`src/rtl/bp_pkg.sv`:
```
// Shared types and constants for the bimodal branch predictor.
// Holds the branch opcode, the 2-bit counter encoding, the default geometry,
// the BTB entry layout at that geometry, and the saturating counter step.
package bp_pkg;

  localparam logic [6:0]  OPC_BRANCH = 7'b1100011;

  localparam int unsigned BP_XLEN    = 32;
  localparam int unsigned BP_ENTRIES = 64;
  localparam int unsigned BP_IDX     = $clog2(BP_ENTRIES);
  localparam int unsigned BP_TAG_W   = BP_XLEN - BP_IDX - 2;

  typedef enum logic [1:0] {
    SNT = 2'b00,
    WNT = 2'b01,
    WT  = 2'b10,
    ST  = 2'b11
  } bp_ctr_e;

  typedef struct packed {
    logic                valid;
    logic [BP_TAG_W-1:0] tag;
    logic [BP_XLEN-1:0]  target;
    bp_ctr_e             ctr;
  } btb_entry_t;

  // Saturating step: ST stays ST on taken, SNT stays SNT on not-taken.
  function automatic bp_ctr_e ctr_next(input bp_ctr_e cur, input logic taken);
    bp_ctr_e res;
    res = cur;
    if (taken) begin
      if (cur != ST) res = bp_ctr_e'(2'(cur) + 2'd1);
    end else begin
      if (cur != SNT) res = bp_ctr_e'(2'(cur) - 2'd1);
    end
    return res;
  endfunction

endpackage

```
`src/rtl/bp_bimodal_btb_btb.sv`:
```
// BTB storage: direct-mapped flop array with synchronous reset clear.
// Ports:
//   clk_i, rst_i                 clock, synchronous active-high reset
//   rd0_*                        asynchronous lookup port used by IF
//   rd1_*                        asynchronous lookup port used by the EX update
//   wr_en/wr_idx/wr_tag/...      synchronous write port (sets valid)
// Reset clears every valid bit and loads CTR_INIT into every counter;
// tags and targets are left as-is since valid gates their use.
module bp_btb
  import bp_pkg::*;
#(
  parameter int unsigned ENTRIES  = BP_ENTRIES,
  parameter int unsigned XLEN     = BP_XLEN,
  parameter logic [1:0]  CTR_INIT = 2'b01,
  localparam int unsigned IDX     = $clog2(ENTRIES),
  localparam int unsigned TAG_W   = XLEN - IDX - 2
) (
  input  logic             clk_i,
  input  logic             rst_i,
  input  logic [IDX-1:0]   rd0_idx,
  output logic             rd0_valid,
  output logic [TAG_W-1:0] rd0_tag,
  output logic [XLEN-1:0]  rd0_target,
  output bp_ctr_e          rd0_ctr,
  input  logic [IDX-1:0]   rd1_idx,
  output logic             rd1_valid,
  output logic [TAG_W-1:0] rd1_tag,
  output logic [XLEN-1:0]  rd1_target,
  output bp_ctr_e          rd1_ctr,
  input  logic             wr_en,
  input  logic [IDX-1:0]   wr_idx,
  input  logic [TAG_W-1:0] wr_tag,
  input  logic [XLEN-1:0]  wr_target,
  input  bp_ctr_e          wr_ctr
);

  logic             valid_q  [ENTRIES];
  logic [TAG_W-1:0] tag_q    [ENTRIES];
  logic [XLEN-1:0]  target_q [ENTRIES];
  bp_ctr_e          ctr_q    [ENTRIES];

  // Valid and counter state: cleared by reset.
  always_ff @(posedge clk_i) begin
    if (rst_i) begin
      for (int unsigned i = 0; i < ENTRIES; i++) begin
        valid_q[i] <= 1'b0;
        ctr_q[i]   <= bp_ctr_e'(CTR_INIT);
      end
    end else if (wr_en) begin
      valid_q[wr_idx] <= 1'b1;
      ctr_q[wr_idx]   <= wr_ctr;
    end
  end

  // Payload: no reset needed, qualified by valid.
  always_ff @(posedge clk_i) begin
    if (wr_en && !rst_i) begin
      tag_q[wr_idx]    <= wr_tag;
      target_q[wr_idx] <= wr_target;
    end
  end

  // Reads return pre-write contents; no write-to-read bypass.
  assign rd0_valid  = valid_q[rd0_idx];
  assign rd0_tag    = tag_q[rd0_idx];
  assign rd0_target = target_q[rd0_idx];
  assign rd0_ctr    = ctr_q[rd0_idx];

  assign rd1_valid  = valid_q[rd1_idx];
  assign rd1_tag    = tag_q[rd1_idx];
  assign rd1_target = target_q[rd1_idx];
  assign rd1_ctr    = ctr_q[rd1_idx];

endmodule

```
`src/rtl/bp_bimodal_btb.sv`:
```
// Bimodal dynamic branch predictor with a direct-mapped BTB.
// IF: predicts direction/target of conditional branches from the BTB.
// EX: resolves the branch, raises flush_br/redirect_pc on a mispredict and
//     updates the 2-bit saturating counter / target of the entry.
// Ports:
//   clk_i, rst_i               clock, synchronous active-high reset
//   predictor_en               0 selects static not-taken with a frozen table
//   pc_IF, instr_IF            fetch PC and instruction
//   pred_taken_IF, npc, hit    IF prediction outputs (combinational)
//   pc_EX, instr_EX            instruction being resolved
//   pred_taken_EX/target_EX    prediction that travelled with it
//   pc_sel_EX, aludata_EX      resolved direction and target
//   flush_br, redirect_pc      mispredict recovery (combinational)
//   perf_br_cnt_o/misp_cnt_o   saturating event counters, only with BP_PERF_EN
// Build option: define BP_PERF_EN to add the performance counters.
module bp_bimodal_btb
  import bp_pkg::*;
#(
  parameter int unsigned ENTRIES  = BP_ENTRIES,
  parameter int unsigned XLEN     = BP_XLEN,
  parameter logic [1:0]  CTR_INIT = 2'b01
) (
  input  logic            clk_i,
  input  logic            rst_i,
  input  logic            predictor_en,
  input  logic [XLEN-1:0] pc_IF,
  input  logic [31:0]     instr_IF,
  output logic            pred_taken_IF,
  output logic [XLEN-1:0] npc,
  input  logic [XLEN-1:0] pc_EX,
  input  logic [31:0]     instr_EX,
  input  logic            pred_taken_EX,
  input  logic [XLEN-1:0] pred_target_EX,
  input  logic            pc_sel_EX,
  input  logic [XLEN-1:0] aludata_EX,
  output logic            flush_br,
  output logic [XLEN-1:0] redirect_pc,
  output logic            hit
`ifdef BP_PERF_EN
  ,
  output logic [31:0]     perf_br_cnt_o,
  output logic [31:0]     perf_misp_cnt_o
`endif
);

  localparam int unsigned IDX   = $clog2(ENTRIES);
  localparam int unsigned TAG_W = XLEN - IDX - 2;

  logic [IDX-1:0]   if_idx, ex_idx;
  logic [TAG_W-1:0] if_tag, ex_tag;
  logic             if_valid, ex_valid;
  logic [TAG_W-1:0] if_tag_rd, ex_tag_rd;
  logic [XLEN-1:0]  if_target, ex_target;
  bp_ctr_e          if_ctr, ex_ctr;

  logic             is_br, ex_br, ex_hit, mispredict;
  logic             wr_en;
  bp_ctr_e          wr_ctr;
  logic [XLEN-1:0]  wr_target;

  assign if_idx = pc_IF[IDX+1:2];
  assign if_tag = pc_IF[XLEN-1:IDX+2];
  assign ex_idx = pc_EX[IDX+1:2];
  assign ex_tag = pc_EX[XLEN-1:IDX+2];

  bp_btb #(
    .ENTRIES  (ENTRIES),
    .XLEN     (XLEN),
    .CTR_INIT (CTR_INIT)
  ) u_btb (
    .clk_i      (clk_i),
    .rst_i      (rst_i),
    .rd0_idx    (if_idx),
    .rd0_valid  (if_valid),
    .rd0_tag    (if_tag_rd),
    .rd0_target (if_target),
    .rd0_ctr    (if_ctr),
    .rd1_idx    (ex_idx),
    .rd1_valid  (ex_valid),
    .rd1_tag    (ex_tag_rd),
    .rd1_target (ex_target),
    .rd1_ctr    (ex_ctr),
    .wr_en      (wr_en),
    .wr_idx     (ex_idx),
    .wr_tag     (ex_tag),
    .wr_target  (wr_target),
    .wr_ctr     (wr_ctr)
  );

  // IF lookup and prediction.
  always_comb begin
    is_br         = (instr_IF[6:0] == OPC_BRANCH);
    hit           = 1'b0;
    pred_taken_IF = 1'b0;
    npc           = pc_IF + XLEN'(4);
    if (!rst_i && predictor_en && is_br && if_valid && (if_tag_rd == if_tag)) begin
      hit           = 1'b1;
      pred_taken_IF = if_ctr[1];
      if (if_ctr[1]) npc = if_target;
    end
  end

  // EX resolve; still active with the predictor disabled.
  always_comb begin
    ex_br       = (instr_EX[6:0] == OPC_BRANCH);
    mispredict  = ex_br && ((pc_sel_EX != pred_taken_EX) ||
                            (pc_sel_EX && pred_taken_EX && (aludata_EX != pred_target_EX)));
    flush_br    = mispredict && !rst_i;
    redirect_pc = (pc_sel_EX && !rst_i) ? aludata_EX : pc_EX + XLEN'(4);
  end

  // Table update from EX: train on hit, allocate only on a taken miss.
  always_comb begin
    ex_hit    = ex_valid && (ex_tag_rd == ex_tag);
    wr_en     = 1'b0;
    wr_ctr    = WT;
    wr_target = aludata_EX;
    if (predictor_en && ex_br && !rst_i) begin
      if (ex_hit) begin
        wr_en  = 1'b1;
        wr_ctr = ctr_next(ex_ctr, pc_sel_EX);
        if (!pc_sel_EX) wr_target = ex_target;
      end else if (pc_sel_EX) begin
        wr_en = 1'b1;
      end
    end
  end

`ifdef BP_PERF_EN
  logic [31:0] br_cnt_q, misp_cnt_q;

  // Saturating branch / mispredict event counters.
  always_ff @(posedge clk_i) begin
    if (rst_i) begin
      br_cnt_q   <= 32'd0;
      misp_cnt_q <= 32'd0;
    end else if (predictor_en && ex_br) begin
      if (br_cnt_q != 32'hFFFF_FFFF) br_cnt_q <= br_cnt_q + 32'd1;
      if (flush_br && (misp_cnt_q != 32'hFFFF_FFFF)) misp_cnt_q <= misp_cnt_q + 32'd1;
    end
  end

  assign perf_br_cnt_o   = br_cnt_q;
  assign perf_misp_cnt_o = misp_cnt_q;
`endif

  // Byte-offset and non-opcode instruction bits play no part in prediction.
  logic unused_bits;
  assign unused_bits = ^{pc_IF[1:0], pc_EX[1:0], instr_IF[31:7], instr_EX[31:7]};

endmodule

```
`config.mk`:
```
export PLATFORM = sky130hd
export DESIGN_NAME = bp_bimodal_btb
export DESIGN_NICKNAME = d
export VERILOG_FILES = /design/src/rtl/bp_pkg.sv /design/src/rtl/bp_bimodal_btb_btb.sv /design/src/rtl/bp_bimodal_btb.sv
export SDC_FILE = /design/constraint.sdc
export NUM_CORES = 2
export LEC_CHECK = 0
export CAP_MARGIN = 20
export CORE_MARGIN = 4
export CORE_UTILIZATION = 35
export CTS_CLUSTER_DIAMETER = 100
export DETAILED_ROUTE_END_ITERATION = 8
export PLACE_DENSITY = 0.55
export SLEW_MARGIN = 20
export SYNTH_ARGS = -nofsm -noshare
export SYNTH_HDL_FRONTEND = slang
export SYNTH_HIERARCHICAL = 1
export SYNTH_SLANG_ARGS = --single-unit
export TNS_END_PERCENT = 1
```
`constraint.sdc`:
```
create_clock -name clk_i -period 18.5 [get_ports clk_i]
set_input_delay 3.7 -clock clk_i [delete_from_list [all_inputs] [get_ports clk_i]]
set_output_delay 3.7 -clock clk_i [all_outputs]
set_load 0.02 [all_outputs]
```
==> results.cfg <==
[placement]
place.gp.congestion = 0.889
port_buffers = 213
place_hpwl_um = 392000
dp_slack_ps = 4050
dpl_cell_area_mm2 = 0.190

[grt]
grt_pass1_vias = 104822
grt_max_degree = 91
antenna_found_initial = 63
track_usage_pct = 25.8
grt_remaining_overflow = 0
grt_pass1_wl_um = 921000

[critical_path]
cp-start-kind = input port
crit_path_max_incr_delay_ps = 940
cp_max_fo = 90
critPathRequiredTime_ps = 14800
criticalPathCategory = input port to output port
end_kind = output port
cp_cell_sequence = buf_16 > buf_12 > buf_4 > mux4_2 > mux2i_1 > a211oi_1 > or3_1 > xor2_1 > nor4_2 > nand4b_1 > or4_4 > mux2_4 > clkdlybuf4s50_1
cp.arrival_ps = 10590
cp_slowest_cell = or4_4

[die]
fp.dieW_um = 722
dieArea_mm2 = 0.521
die_h_um = 722
num_io_pins = 264
row_count = 261
core_mm2 = 0.507
start_util_pct = 35.2

[synth]
syn-num-nets = 8861
avgSynthCellArea_um2 = 20.6
ys_warn_count = 6
syn-instance-count = 8661
syn_area_mm2 = 0.178

[route]
drtIter0Drc = 16812
drc_errors = 0
post_drt_wl_per_cell_um = 42.9
drt-total-wl_um = 686000
num_vias = 104711
vias_per_cell = 6.54
drtAntennaViolNets = 0
firstDrtPassIters = 6

[timing]
hold_violations = 0
maxSlewHeadroom_pct = 19.8
finClkSkew_ps = 89.9
fin_ws_ps = 4210
setup_viol = 0
layout_min_cycle_time_ps = 14290
timing.final.crit_share_pct = 77.2
max_freq_mhz = 70.0
rsz0062_at_grt = no
holdWs_ps = 480
fin_tns_setup_ps = 0
drv_slew = 0
tightest_slew_ps = 1200

[clock_tree]
cts.sinks = 3776
h-tree-depth = 5
post_cts_buffers = 0
clockRootBuffer = clkbuf_16
hold_buffers = 0
clkLatencyLatePin_ps = 1030
path_clk_slew_ps = 60
cts_buffer_depth = 4
cts_resized = 0
cts_buffers = 407
cts_tree = built

[power]
ir_worst_vdd_uv = 76.1
pwr_density_cell_mw_per_mm2 = 95.5
p_leak_nw = 63.1

[job]
drv_cap = 0

[layout]
final_area_mm2 = 0.203
area_growth_pct = 13.9
fin_nets = 9156
drive_above_1_share_pct = 36.8

[worst_hold_path]
holdCritPathClass = register to register

[status]
outcome = completed
-- registers in the layout (all words and copies together) (netlist names) --
name            count
u_btb/ctr_q       128
u_btb/tag_q      1536
u_btb/target_q   2048
u_btb/valid_q      64
-- stage by stage --
| stage | power (mW) | std cells | util, % |
|---|---|---|---|
| after CTS | 19.5 | 15993 | 40.1 |
| final | 19.4 | 16015 | 40.1 |
| after floorplan | 10.6 | 8661 | - |
| after detailed placement | 11.2 | 15252 | 37.4 |
| after global routing | 19.9 | 16003 | 40.1 |
| after global placement | 11.2 | 15237 | 37.3 |
-- worst max-delay path: cells and delay by family --
kind,cells,cell delay [ps]
buffers and inverters,4,2280
xor gates and xnor gates,1,280
AOI/OAI and AO/OA,1,90
muxes,3,1240
and+or+nand+nor,4,2480
-- worst paths after layout --
path	start	to	slack [ps]	cells past startpoint
min reg2reg	u_btb/valid_q[30]	u_btb/valid_q[30]	480	2
max reg2reg	u_btb/tag_q[27][23]	u_btb/target_q[8][14]	10590	16
min	u_btb/valid_q[30]	u_btb/valid_q[30]	480	2
max	pc_IF[2]	npc[20]	4210	13
-- routing by layer --
metal / GRT usage, % / vias to the layer above / wire (um)
li1: - / 38309 / -
met1: 34.4 / 57750 / 258000
met2: 39.6 / 7216 / 313000
met3: 6.91 / 1412 / 78100
met4: 12.0 / 24 / 36700
met5: 0 / - / 167
-- where the power goes --
group	internal, mW	switching, mW
Sequential	9.40	0.00593
Clock	4.83	3.53
Combinational	0.650	0.975
-- cell type report --
cell class / count / area [um2]
Fill cell: 44424 / 303000
Sequential cell: 3776 / 113000
Multi-Input combinational cell: 4089 / 62500
Clock buffer: 499 / 10700
Tap cell: 6706 / 8390
Timing Repair Buffer: 593 / 5620
Clock inverter: 242 / 2700
Inverter: 89 / 394
Antenna cell: 21 / 52.6
-- cells in the final DEF (no fill, tap or decap), drive strengths merged, types with 50 or more instances in the layout --
cell	count
dfxtp	64
inv	99
edfxtp	3712
mux2i	361
mux4	2108
clkdlybuf4s50	176
clkbuf	499
mux2	144
o22ai	109
a22oi	79
bufinv	52
nand2	183
a21oi	90
nor2	146
clkinv	164
xor2	108
buf	417
a211oi	65
and3	58
nor2b	50
o21ai	88
or2	57
or3	80
No activity file was read; power rests on OpenSTA's default activity.
